<file path="src/rtl/markov_puf_ctrl.sv">
// markov_puf_ctrl: steps LFSR challenges through the arbiter-PUF array and streams each CRP out
module markov_puf_ctrl #(
  parameter int N = 16,
  parameter int K = 8,
  parameter logic [N-1:0] POLY = 'hB400,
  parameter int SETTLE = 4,
  parameter int TIMEOUT = 255
) (
  input  logic         clk,
  input  logic         rst_n,
  input  logic         start,
  input  logic [N-1:0] seed,
  input  logic [15:0]  num_crp,
  output logic [N-1:0] puf_c,
  output logic         puf_tig,
  input  logic         puf_resp_ready,
  input  logic         puf_resp_bit,
  input  logic [K-1:0] puf_resp_vec,
  output logic         out_valid,
  input  logic         out_ready,
  output logic [N-1:0] out_chal,
  output logic         out_resp,
  output logic [K-1:0] out_resp_vec,
  output logic         busy,
  output logic         done,
  output logic         timeout_err
);
  localparam int CW = $clog2(TIMEOUT + SETTLE + 1);
  typedef enum logic [2:0] {S_IDLE, S_LOAD, S_TRIG, S_WAIT, S_CAPTURE, S_OUT, S_RELEASE, S_DONE} state_e;
  state_e state_q;
  logic [CW-1:0] cnt_q;
  logic [15:0] remaining_q;
  logic [N-1:0] puf_c_q, out_chal_q, lfsr_d, seed_d;
  logic [K-1:0] out_resp_vec_q;
  logic rdy_meta_q, rdy_s_q, puf_tig_q, out_valid_q, out_resp_q, busy_q, done_q, timeout_err_q;
  always_comb begin
    lfsr_d = puf_c_q[0] ? (puf_c_q >> 1) ^ POLY : puf_c_q >> 1;
    seed_d = (seed == '0) ? N'(1) : seed;
  end
  always_ff @(posedge clk) begin
    if (!rst_n) begin
      state_q        <= S_IDLE;
      cnt_q          <= '0;
      remaining_q    <= '0;
      puf_c_q        <= '0;
      out_chal_q     <= '0;
      out_resp_vec_q <= '0;
      rdy_meta_q     <= 1'b0;
      rdy_s_q        <= 1'b0;
      puf_tig_q      <= 1'b0;
      out_valid_q    <= 1'b0;
      out_resp_q     <= 1'b0;
      busy_q         <= 1'b0;
      done_q         <= 1'b0;
      timeout_err_q  <= 1'b0;
    end else begin
      rdy_meta_q <= puf_resp_ready;
      rdy_s_q    <= rdy_meta_q;
      done_q     <= 1'b0;
      case (state_q)
        S_IDLE: if (start) begin
          puf_c_q       <= seed_d;
          remaining_q   <= num_crp;
          timeout_err_q <= 1'b0;
          busy_q        <= 1'b1;
          cnt_q         <= '0;
          state_q       <= (num_crp == '0) ? S_DONE : S_LOAD;
          done_q        <= (num_crp == '0);
        end
        S_LOAD: begin
          puf_tig_q <= 1'b0;
          cnt_q     <= (cnt_q == CW'(SETTLE - 1)) ? '0 : cnt_q + 1'b1;
          state_q   <= (cnt_q == CW'(SETTLE - 1)) ? S_TRIG : S_LOAD;
        end
        S_TRIG: begin
          puf_tig_q <= 1'b1;
          cnt_q     <= '0;
          state_q   <= S_WAIT;
        end
        // ready has priority over a timeout expiring in the same cycle
        S_WAIT: if (rdy_s_q) begin
          state_q <= S_CAPTURE;
        end else if (cnt_q == CW'(TIMEOUT - 1)) begin
          timeout_err_q <= 1'b1;
          puf_tig_q     <= 1'b0;
          done_q        <= 1'b1;
          state_q       <= S_DONE;
        end else begin
          cnt_q <= cnt_q + 1'b1;
        end
        S_CAPTURE: begin
          out_chal_q     <= puf_c_q;
          out_resp_q     <= puf_resp_bit;
          out_resp_vec_q <= puf_resp_vec;
          puf_tig_q      <= 1'b0;
          out_valid_q    <= 1'b1;
          state_q        <= S_OUT;
        end
        S_OUT: if (out_ready) begin
          out_valid_q <= 1'b0;
          remaining_q <= remaining_q - 1'b1;
          cnt_q       <= '0;
          state_q     <= S_RELEASE;
        end
        // arbiters must see ready fall before the next challenge is applied
        S_RELEASE: if (!rdy_s_q) begin
          puf_c_q <= (remaining_q == '0) ? puf_c_q : lfsr_d;
          done_q  <= (remaining_q == '0);
          cnt_q   <= '0;
          state_q <= (remaining_q == '0) ? S_DONE : S_LOAD;
        end else if (cnt_q == CW'(TIMEOUT - 1)) begin
          timeout_err_q <= 1'b1;
          done_q        <= 1'b1;
          state_q       <= S_DONE;
        end else begin
          cnt_q <= cnt_q + 1'b1;
        end
        S_DONE: begin
          busy_q  <= 1'b0;
          state_q <= S_IDLE;
        end
        default: state_q <= S_IDLE;
      endcase
    end
  end
  assign puf_c        = puf_c_q;
  assign puf_tig      = puf_tig_q;
  assign out_valid    = out_valid_q;
  assign out_chal     = out_chal_q;
  assign out_resp     = out_resp_q;
  assign out_resp_vec = out_resp_vec_q;
  assign busy         = busy_q;
  assign done         = done_q;
  assign timeout_err  = timeout_err_q;
endmodule
</file>
<file path="config.mk">
export PLATFORM = sky130hd
export DESIGN_NAME = markov_puf_ctrl
export DESIGN_NICKNAME = d
export VERILOG_FILES = /design/src/rtl/markov_puf_ctrl.sv
export SDC_FILE = /design/constraint.sdc
export NUM_CORES = 1
export LEC_CHECK = 0
export CAP_MARGIN = 30
export CELL_PAD_IN_SITES_DETAIL_PLACEMENT = 1
export CELL_PAD_IN_SITES_GLOBAL_PLACEMENT = 2
export CORE_MARGIN = 2
export CORE_UTILIZATION = 28
export DETAILED_ROUTE_END_ITERATION = 6
export PLACE_DENSITY_LB_ADDON = 0.1
export SLEW_MARGIN = 20
export SYNTH_ARGS = -nofsm -noshare
export SYNTH_HDL_FRONTEND = slang
export SYNTH_SLANG_ARGS = --single-unit
</file>
<file path="constraint.sdc">
create_clock -name clk -period 2.7 [get_ports clk]
set_clock_uncertainty 0.15 [all_clocks]
set_input_delay 0.54 -clock clk [delete_from_list [all_inputs] [get_ports clk]]
set_output_delay 0.54 -clock clk [all_outputs]
set_load 0.02 [all_outputs]
</file>
# Word level (Yosys, flattened, before mapping)
# Index checks and enable logic that the tools add are counted.
classes:
  addsub: 2
  n_eq_ne: 16
  muxes: 42
  bitwise: 1
  n_reduce_logical: 20
op_table:
  columns: ["op", "count"]
  rows:
  - ["$mux 16", 7]
  - ["$pmux 16 s2", 2]
  - ["$mux 9", 6]
  - ["$pmux 9 s6", 1]
  - ["$logic_not 16->1", 3]
  - ["$pmux 3 s8", 1]
  - ["$mux 3", 7]
  - ["$sub 16x1->16 const B", 1]
  - ["$ne 2x2->1 const B", 7]
  - ["$eq 3x3->1 const B", 4]
  - ["$mux 1", 12]
  - ["$reduce_and 4->1", 3]
  - ["$add 9x1->9 const B", 1]
  - ["$eq 9x2->1 const B", 1]
  - ["$eq 9x8->1 const B", 1]
  - ["$pmux 1 s3", 3]
  - ["$reduce_bool 2->1", 4]
  - ["$eq 3x2->1 const B", 2]
  - ["$reduce_and 2->1", 3]
  - ["$reduce_and 3->1", 2]
  - ["$reduce_bool 3->1", 2]
  - ["$reduce_bool 6->1", 1]
  - ["$not 3->4", 1]
  - ["$pmux 1 s2", 2]
  - ["4 further kinds", 4]
word_totals:
  reg_bits: 76
  input_bits: 46
  out_inout_bits: 46

# Longest topological paths before layout
# Gate-level depths: netlist of run 1.
depth:
  word_depth: 5
  mapped_depth: 8
  mapped_depth_nobuf: 7

# Least setup slack after synthesis of run 1
# OpenSTA, ideal clock, no wires.
synth_timing:
  kind: "reg2reg"
  startpoint: "register cnt_q[0]"
  endpoint: "register cnt_q[7]"
  setup_ns: 0.119
  arrival_time_ns: 1.997
  path_slack_ns: 0.435
  stages_incl_launch_ff: 7
  cell_sequence: "dfxtp_1 -> ha_1 -> or4b_2 -> o21ai_0 -> nand2_1 -> o31a_1 -> o221a_2"
synth_between:
  elab_chain_len: 4
  word_cells_on_any_way: 8
  classes_between: "add/sub (1); eq/ne (2); mux (5)"
synth_rtl:
  columns: ["element", "line_no", "source"]
  rows:
  - ["start, declared", "31", "logic [CW-1:0] cnt_q;"]
  - ["start signal, assigned", "72", "cnt_q <= (cnt_q == CW'(SETTLE - 1)) ? '0 : cnt_q + 1'b1;"]
  - ["start signal, assigned", "89", "cnt_q <= cnt_q + 1'b1;"]
  - ["start signal, assigned", "116", "cnt_q <= cnt_q + 1'b1;"]
  - ["$add 9x1->9 or $eq 9x8->1 (tied branches)", null, null]
  - ["$mux 9", "83, 111", null]
  - ["$mux 9 (on tied branches)", "106, 81", null]
  - ["$pmux 9 s6 *", "60", "case (state_q)"]
# Every way passes the cells marked *; elsewhere a longest branch is shown, timed or not. The select of a mux whose other input is x is not followed.
# A chain may end at the register's enable or synchronous reset.

# Worst setup path in the final report of run 1
layout_timing:
  startpoint: "register cnt_q[1]"
  endpoint: "register cnt_q[3]"
# Same word-level chain as after synthesis.

==> qor.tcl, run 1 <==
set qor(result_of_the_run) {finished clean}
set qor(post_route_cells_drive_above_1_share_pct) 10.03
set qor(clkSlewWorstSetupHoldPaths_ps) 60
set qor(postSynthNetCount) 541
set qor(ctsHtreeMaxLevel) 3
set qor(post_synthesis_instance_area_um2) 3890
set qor(number_of_distinct_library_cells_after_synthesis) 60
set qor(netlist_instances) 491
set qor(synth-seq-cells) 76
set qor(crit_chain) {ha_1, or4b_2, o21ai_0, a22oi_1, a31oi_1, a211oi_1}
set qor(rr_endpoint) {cnt_q[3]$_SDFFE_PN0P_}
set qor(place_area_um2) 5110
set qor(place.detailed.instances) 754
set qor(post_synth.cell_area_avg_um2) 7.923
set qor(critPathRequiredTime_ps) 2760
set qor(first_pass_grt_wire_length_mm) 20.65
set qor(detailroute.via_count) 3964
set qor(route.detailed.drc) 0
set qor(yosysWarnings) 0
set qor(grtUsageTotal_pct) 17.49
set qor(criticalPathCategory) {register to register}
set qor(final_period_minus_worst_setup_slack_ps) 2440
set qor(viasPerCell) 5.161
set qor(antenna_cells) 0
set qor(cpMaxStageDelayCell) {or4b_2}
set qor(row_count) 43
set qor(worstPathMaxFanout) 7
set qor(cts_max_path_buffers) 2
set qor(die_outline_area_um2) 14850
set qor(cts-root-buf) {clkbuf_16}
set qor(design_power_total_uw) 3981
set qor(timing.reg2reg.setup_slack_ps) 260
set qor(flow.area_growth_from_synthesis_pct) 38.82
set qor(top_cell_type_s_share_of_synthesized_area_pct) 39.11
set qor(io_pins) 92
set qor(cts_tree) {yes}
set qor(power.density_nw_per_um2) 737.2
set qor(synth.top_cells.by_area) {dfxtp_1 (39%), a21oi_1 (7.3%), nand2_1 (6.5%)}
set qor(post_layout_nonfiller_instances) 768
set qor(cell_taking_the_most_area_after_synthesis) {dfxtp_1}
set qor(finalWeightedCongestion) 0.7470
set qor(cts_inserted_buffers) 9
set qor(final_cell_area_um2) 5400
set qor(max_rail_drop_vdd_mv) 0.3452
set qor(io_buffers) 91
set qor(ctsHoldBuffers) 0
set qor(worst-slew-pin-transition_ps) 692.4
set qor(whs_endpoint) {rdy_s_q$_SDFF_PN0_}
set qor(final_common_cell) {clkdlybuf4s50_1}
set qor(hold_violations) 0
set qor(final_antenna_violating_net_count) 0
set qor(worst_r2r_startpoint) {cnt_q[1]$_SDFFE_PN0P_}
set qor(post_cts.repair.setup_buffers) 0
set qor(fin_setup_tns_ps) 0
set qor(fin_crit_sh_pct) 90.36
set qor(most-common-layout-cells) {clkdlybuf4s50_1 (91), dfxtp_1 (76), nand2_1 (67), a21oi_1 (57), nor2_1 (51)}
set qor(grt_setup_unrepaired) {false}
set qor(power.static_leakage_uw) 0.001969
set qor(rr_worst_depth) 6
set qor(number_of_global_route_vias_before_repair) 3987
set qor(hpwl_mm) 9.247
set qor(crit_path_max_incr_delay_ps) 640
set qor(critical_path.startpoint_type) {register}
set qor(worst_ep_arrival_time_ps) 2500
set qor(synth_ff_type) {dfxtp_1}
set qor(maxSlewHeadroom_pct) 53.84
set qor(drv_slew) 0
set qor(antenna_found_initial) 0
set qor(hold_depth) 1
set qor(dr.first_iter.drc_count) 207
set qor(clock_sink_count) 76
set qor(final_nets) 635
set qor(die-width_um) 121.9
set qor(n_fill_cell) 1656
set qor(total_wire_length_after_detailed_routing_mm) 12.70
set qor(post_cts_resize_count) 0
set qor(cap_viol_max_count) 0
set qor(max_freq_mhz) 409.9
set qor(floorplan.initialDensity_pct) 28.35
set qor(clkLatencyLatePin_ps) 330
set qor(hold_path.class) {register to register}
set qor(firstDrtPassIters) 4
set qor(ys_seq_area_share_pct) 39.11
set qor(die_y_um) 121.9
set qor(route.detailed.wl_per_inst_um) 16.53
set qor(pin_count_of_the_biggest_net_entering_global_routing) 43
set qor(timing.hold.worst.start) {rdy_meta_q$_SDFF_PN0_}
set qor(grt.overflow.total) 0
set qor(post-route-util_pct) 39.36
set qor(critical_path.endpoint_type) {register}
set qor(setup-violations-final) 0
set qor(core-area_um2) 13720
set qor(synth_edf_count) 0
set qor(synthArstFlopShare_pct) 0
layer usage:
| layer | wire length [um] | up-vias | part of all wire (%) | global-route usage (%) |
|---|---|---|---|---|
| met3 | 446 | 11 | 3.5 | 3.511 |
| met5 | 0 | - | 0 | 0 |
| met2 | 6184 | 57 | 49 | 29.85 |
| li1 | - | 1965 | - | - |
| met1 | 5919 | 1931 | 47 | 22.19 |
| met4 | 146 | 0 | 1.1 | 5.388 |
worst max-delay path, delay by kind of cell (launching register included):
family / cells / cell delay (ps)
AO/OA/AOI/OAI: 4 / 970
adder cells (fa/ha/maj): 1 / 230
flip-flops: 1 / 340
AND/OR/NAND/NOR: 1 / 640
how the worst max path moves through the flow:
stage / cells after the start / to / from
after floorplan: 6 / cnt_q[7]$_SDFFE_PN0P_ / cnt_q[0]$_SDFFE_PN0P_
after global placement: 7 / puf_c[13]$_SDFFE_PN0P_ / start
after detailed placement: 7 / puf_c[12]$_SDFFE_PN0P_ / start
after CTS: 6 / cnt_q[8]$_SDFFE_PN0P_ / cnt_q[0]$_SDFFE_PN0P_
after global routing: 6 / cnt_q[3]$_SDFFE_PN0P_ / cnt_q[1]$_SDFFE_PN0P_
final: 6 / cnt_q[3]$_SDFFE_PN0P_ / cnt_q[1]$_SDFFE_PN0P_
Yosys cell counts, types with 8 or more instances:
library cell	number
dfxtp_1	76
nor2_1	52
a211oi_1	9
clkbuf_1	25
nor3_1	14
a211oi_2	8
mux2i_1	17
o21ai_0	31
nor4_1	11
a21oi_1	57
nand2_1	67
nand3_1	10
report_power, final:
group,switching [uW],total [uW],internal (uW)
Combinational,769,1360,593
Clock,474,1200,731
Sequential,155,1410,1260
Total,1400,3980,2580
state kept, by name (all words and copies together) (netlist names), 3 cells and up:
| signal | count |
|---|---|
| cnt_q | 9 |
| out_chal | 16 |
| out_resp_vec | 8 |
| puf_c | 16 |
| remaining_q | 16 |
| state_q | 3 |
final cells by class:
cell class	count	area (um2)	share of cell area, %
timing repair buffer	117	1131	20.95
multi-input combinational	373	2202	40.78
inverter	8	30.03	0.5561
tap	180	225.2	4.171
clock inverter	4	51.30	0.9500
sequential	76	1521	28.17
clock buffer	10	239.0	4.425
through the flow:
stage | setup slack, ps | hold WS, ps
final | 260.3 | 287.3
after global routing | 79.49 | 307.3
after global placement | 37.38 | 265.1
after detailed placement | -8.212 | 275.3
after floorplan | 434.6 | 261.9
after CTS | 260.7 | 289.1
kinds of logic (layout without fill, tap and decap cells):
family / Yosys count / in the layout / synth area share, %
buffers and inverters: 42 / 139 / 4.471
AOI/OAI and AO/OA: 155 / 155 / 26.37
muxes: 17 / 17 / 4.374
DFF: 76 / 76 / 39.11
and+or+nand+nor: 193 / 193 / 23.48
adders and majority gates: 4 / 4 / 1.287
xor gates and xnor gates: 4 / 4 / 0.9005
No activity file was read; power rests on OpenSTA's default activity.
==> run 2, diff against run 1 <==
--- a/config.mk
+++ b/config.mk
@@ -9,7 +9,7 @@
 export CELL_PAD_IN_SITES_DETAIL_PLACEMENT = 1
 export CELL_PAD_IN_SITES_GLOBAL_PLACEMENT = 2
 export CORE_MARGIN = 2
-export CORE_UTILIZATION = 28
+export CORE_UTILIZATION = 31
 export DETAILED_ROUTE_END_ITERATION = 6
 export PLACE_DENSITY_LB_ADDON = 0.1
 export SLEW_MARGIN = 20
==> constraint.sdc (replaced) <==
create_clock -name clk -period 3.1 [get_ports clk]
set_clock_uncertainty 0.15 [all_clocks]
set_input_delay 0.62 -clock clk [delete_from_list [all_inputs] [get_ports clk]]
set_output_delay 0.62 -clock clk [all_outputs]
set_load 0.02 [all_outputs]
==> qor.tcl, run 2 (same netlist as run 1, synthesis figures left out) <==
set qor(io_pins) 92 ;# unchanged
set qor(place.detailed.instances) 731 ;# was 754
set qor(cap_viol_max_count) 0 ;# unchanged
set qor(hold_violations) 0 ;# unchanged
set qor(crit_chain) {ha_1, or4b_2, o21ai_0, a22oi_1, a31oi_1, a211oi_1} ;# unchanged
set qor(cts-root-buf) {clkbuf_16} ;# unchanged
set qor(critical_path.endpoint_type) {register} ;# unchanged
set qor(total_wire_length_after_detailed_routing_mm) 12.59 ;# was 12.70 mm
set qor(floorplan.initialDensity_pct) 32.12 ;# was 28.35%
set qor(power.static_leakage_uw) 0.001909 ;# was 0.001969 uW
set qor(antenna_cells) 0 ;# unchanged
set qor(final_nets) 624 ;# was 635
set qor(hold_path.class) {register to register} ;# unchanged
set qor(cts_inserted_buffers) 9 ;# unchanged
set qor(firstDrtPassIters) 4 ;# unchanged
set qor(fin_setup_tns_ps) 0 ;# unchanged
set qor(row_count) 40 ;# was 43
set qor(rr_endpoint) {cnt_q[3]$_SDFFE_PN0P_} ;# unchanged
set qor(core-area_um2) 12110 ;# was 13,720 um2
set qor(clock_sink_count) 76 ;# unchanged
set qor(io_buffers) 91 ;# unchanged
set qor(post_route_cells_drive_above_1_share_pct) 8.117 ;# was 10.03%
set qor(ctsHoldBuffers) 0 ;# unchanged
set qor(route.detailed.wl_per_inst_um) 16.85 ;# was 16.53 um
set qor(power.density_nw_per_um2) 649.2 ;# was 737.2 nW/um2
set qor(criticalPathCategory) {register to register} ;# unchanged
set qor(die-width_um) 116.0 ;# was 121.9 um
set qor(critPathTopFamily) {compound AO/OA/AOI/OAI gates} ;# unchanged
set qor(max_rail_drop_vdd_mv) 0.2754 ;# was 0.3452 mV
set qor(worst_ep_arrival_time_ps) 2680 ;# was 2500 ps
set qor(grtUsageTotal_pct) 19.28 ;# was 17.49%
set qor(die_outline_area_um2) 13460 ;# was 14,850 um2
set qor(pin_count_of_the_biggest_net_entering_global_routing) 32 ;# was 43
set qor(finalWeightedCongestion) 0.8533 ;# was 0.7470
set qor(ctsHtreeMaxLevel) 3 ;# unchanged
set qor(critical_path.startpoint_type) {register} ;# unchanged
set qor(setup-violations-final) 0 ;# unchanged
set qor(route.detailed.drc) 0 ;# unchanged
set qor(result_of_the_run) {finished clean} ;# unchanged
set qor(drv_slew) 0 ;# unchanged
set qor(worst_r2r_startpoint) {cnt_q[0]$_SDFFE_PN0P_} ;# was cnt_q[1]$_SDFFE_PN0P_
set qor(maxSlewHeadroom_pct) 54.65 ;# was 53.84%
set qor(worst-slew-pin-transition_ps) 679.2 ;# was 692.4 ps
set qor(final_common_cell) {clkdlybuf4s50_1} ;# unchanged
set qor(timing.reg2reg.setup_slack_ps) 460 ;# was 260 ps
set qor(rr_worst_depth) 6 ;# unchanged
set qor(grt.overflow.total) 0 ;# unchanged
set qor(dr.first_iter.drc_count) 179 ;# was 207
set qor(post_cts_resize_count) 0 ;# unchanged
set qor(most-common-layout-cells) {clkdlybuf4s50_1 (91), dfxtp_1 (76), nand2_1 (67), a21oi_1 (57), nor2_1 (51)} ;# unchanged
set qor(clkLatencyLatePin_ps) 340 ;# was 330 ps
set qor(crit_buf_inv) 0 ;# unchanged
set qor(critPathRequiredTime_ps) 3140 ;# was 2760 ps
set qor(grt_setup_unrepaired) {false} ;# unchanged
set qor(flow.area_growth_from_synthesis_pct) 36.28 ;# was 38.82%
set qor(viasPerCell) 5.230 ;# was 5.161
set qor(worstSetupPathDepth) 6 ;# unchanged
set qor(number_of_global_route_vias_before_repair) 3968 ;# was 3,987
set qor(detailroute.via_count) 3907 ;# was 3,964
set qor(antenna_found_initial) 0 ;# unchanged
set qor(n_fill_cell) 1497 ;# was 1,656
set qor(final_period_minus_worst_setup_slack_ps) 2639 ;# was 2440 ps
set qor(cts_tree) {yes} ;# unchanged
set qor(crit_path_max_incr_delay_ps) 650 ;# was 640 ps
set qor(die_y_um) 116.0 ;# was 121.9 um
set qor(cts_max_path_buffers) 2 ;# unchanged
set qor(post_layout_nonfiller_instances) 747 ;# was 768
set qor(first_pass_grt_wire_length_mm) 20.33 ;# was 20.65 mm
set qor(worstPathMaxFanout) 7 ;# unchanged
set qor(clkSlewWorstSetupHoldPaths_ps) 60 ;# about the same
set qor(max_freq_mhz) 378.9 ;# was 409.9 MHz
set qor(hpwl_mm) 9.000 ;# was 9.247 mm
set qor(worst_setup_path_startpoint) {cnt_q[0]$_SDFFE_PN0P_} ;# was cnt_q[1]$_SDFFE_PN0P_
set qor(post_cts.repair.setup_buffers) 0 ;# unchanged
set qor(cpMaxStageDelayCell) {or4b_2} ;# unchanged
set qor(endpoint) {cnt_q[3]$_SDFFE_PN0P_} ;# unchanged
set qor(final_antenna_violating_net_count) 0 ;# unchanged
set qor(fin_crit_sh_pct) 85.13 ;# was 90.36%
==> run 2: changes by cell type in the layout (fill, tap and decap cells not counted), sizes merged <==
cell      previous run  this run
clkinvlp             1         2
clkinv               3         2
buf                 26        15
clkbuf              10        12
==> run 2: area by class of cell <==
| cell class | count | area [um2] | area share [%] |
|---|---|---|---|
| Tap cell | 168 | 210.2 | 3.965 |
| Clock buffer | 12 | 236.5 | 4.461 |
| Clock inverter | 4 | 50.05 | 0.9441 |
| Timing Repair Buffer | 106 | 1056 | 19.92 |
| Sequential cell | 76 | 1521 | 28.70 |
| Multi-Input combinational cell | 373 | 2197 | 41.44 |
| Inverter | 8 | 30.03 | 0.5664 |
==> run 2: how the worst min path moves through the flow <==
stage                          startpoint            endpoint  slack (ps)  cells past startpoint
finish              rdy_meta_q$_SDFF_PN0_  rdy_s_q$_SDFF_PN0_         290                      1
global route        rdy_meta_q$_SDFF_PN0_  rdy_s_q$_SDFF_PN0_         310                      1
global placement    rdy_meta_q$_SDFF_PN0_  rdy_s_q$_SDFF_PN0_         270                      1
CTS                 rdy_meta_q$_SDFF_PN0_  rdy_s_q$_SDFF_PN0_         290                      1
detailed placement  rdy_meta_q$_SDFF_PN0_  rdy_s_q$_SDFF_PN0_         280                      1
floorplan           rdy_meta_q$_SDFF_PN0_  rdy_s_q$_SDFF_PN0_         260                      1
==> run 2: worst register-to-register path: cells and delay by family (launching register included) <==
family	cells	cell delay (ps)
DFF	1	420
and+or+nand+nor	1	650
AOI/OAI and AO/OA	4	1020
adders and majority gates	1	240
==> run 2: layer usage <==
| layer | vias up | GRT usage, % | wire, um |
|---|---|---|---|
| met4 | 0 | 6.905 | 201 |
| met3 | 13 | 3.975 | 482 |
| met2 | 71 | 32.40 | 5937 |
| li1 | 1949 | - | - |
| met5 | - | 0 | 0 |
| met1 | 1874 | 24.55 | 5965 |
==> run 2: metrics by stage <==
stage / total power (uW) / hold slack [ps] / util (%) / worst slack [ps] / instance area (um2)
after detailed placement: 2412 / 279.0 / 41.40 / 297.4 / 5015
after global routing: 3659 / 308.7 / 43.77 / 266.4 / 5301
after floorplan: 1968 / 261.9 / - / 799.8 / 3890
after global placement: 2378 / 266.4 / 41.28 / 343.4 / 5000
after CTS: 3474 / 292.7 / 43.77 / 477.1 / 5301
final: 3441 / 288.2 / 43.77 / 461.0 / 5301
==> run 2: power breakdown <==
| part | internal, uW | switching [uW] |
|---|---|---|
| Clock | 624 | 431 |
| Combinational | 488 | 651 |
| Sequential | 1100 | 151 |
| Total | 2210 | 1230 |
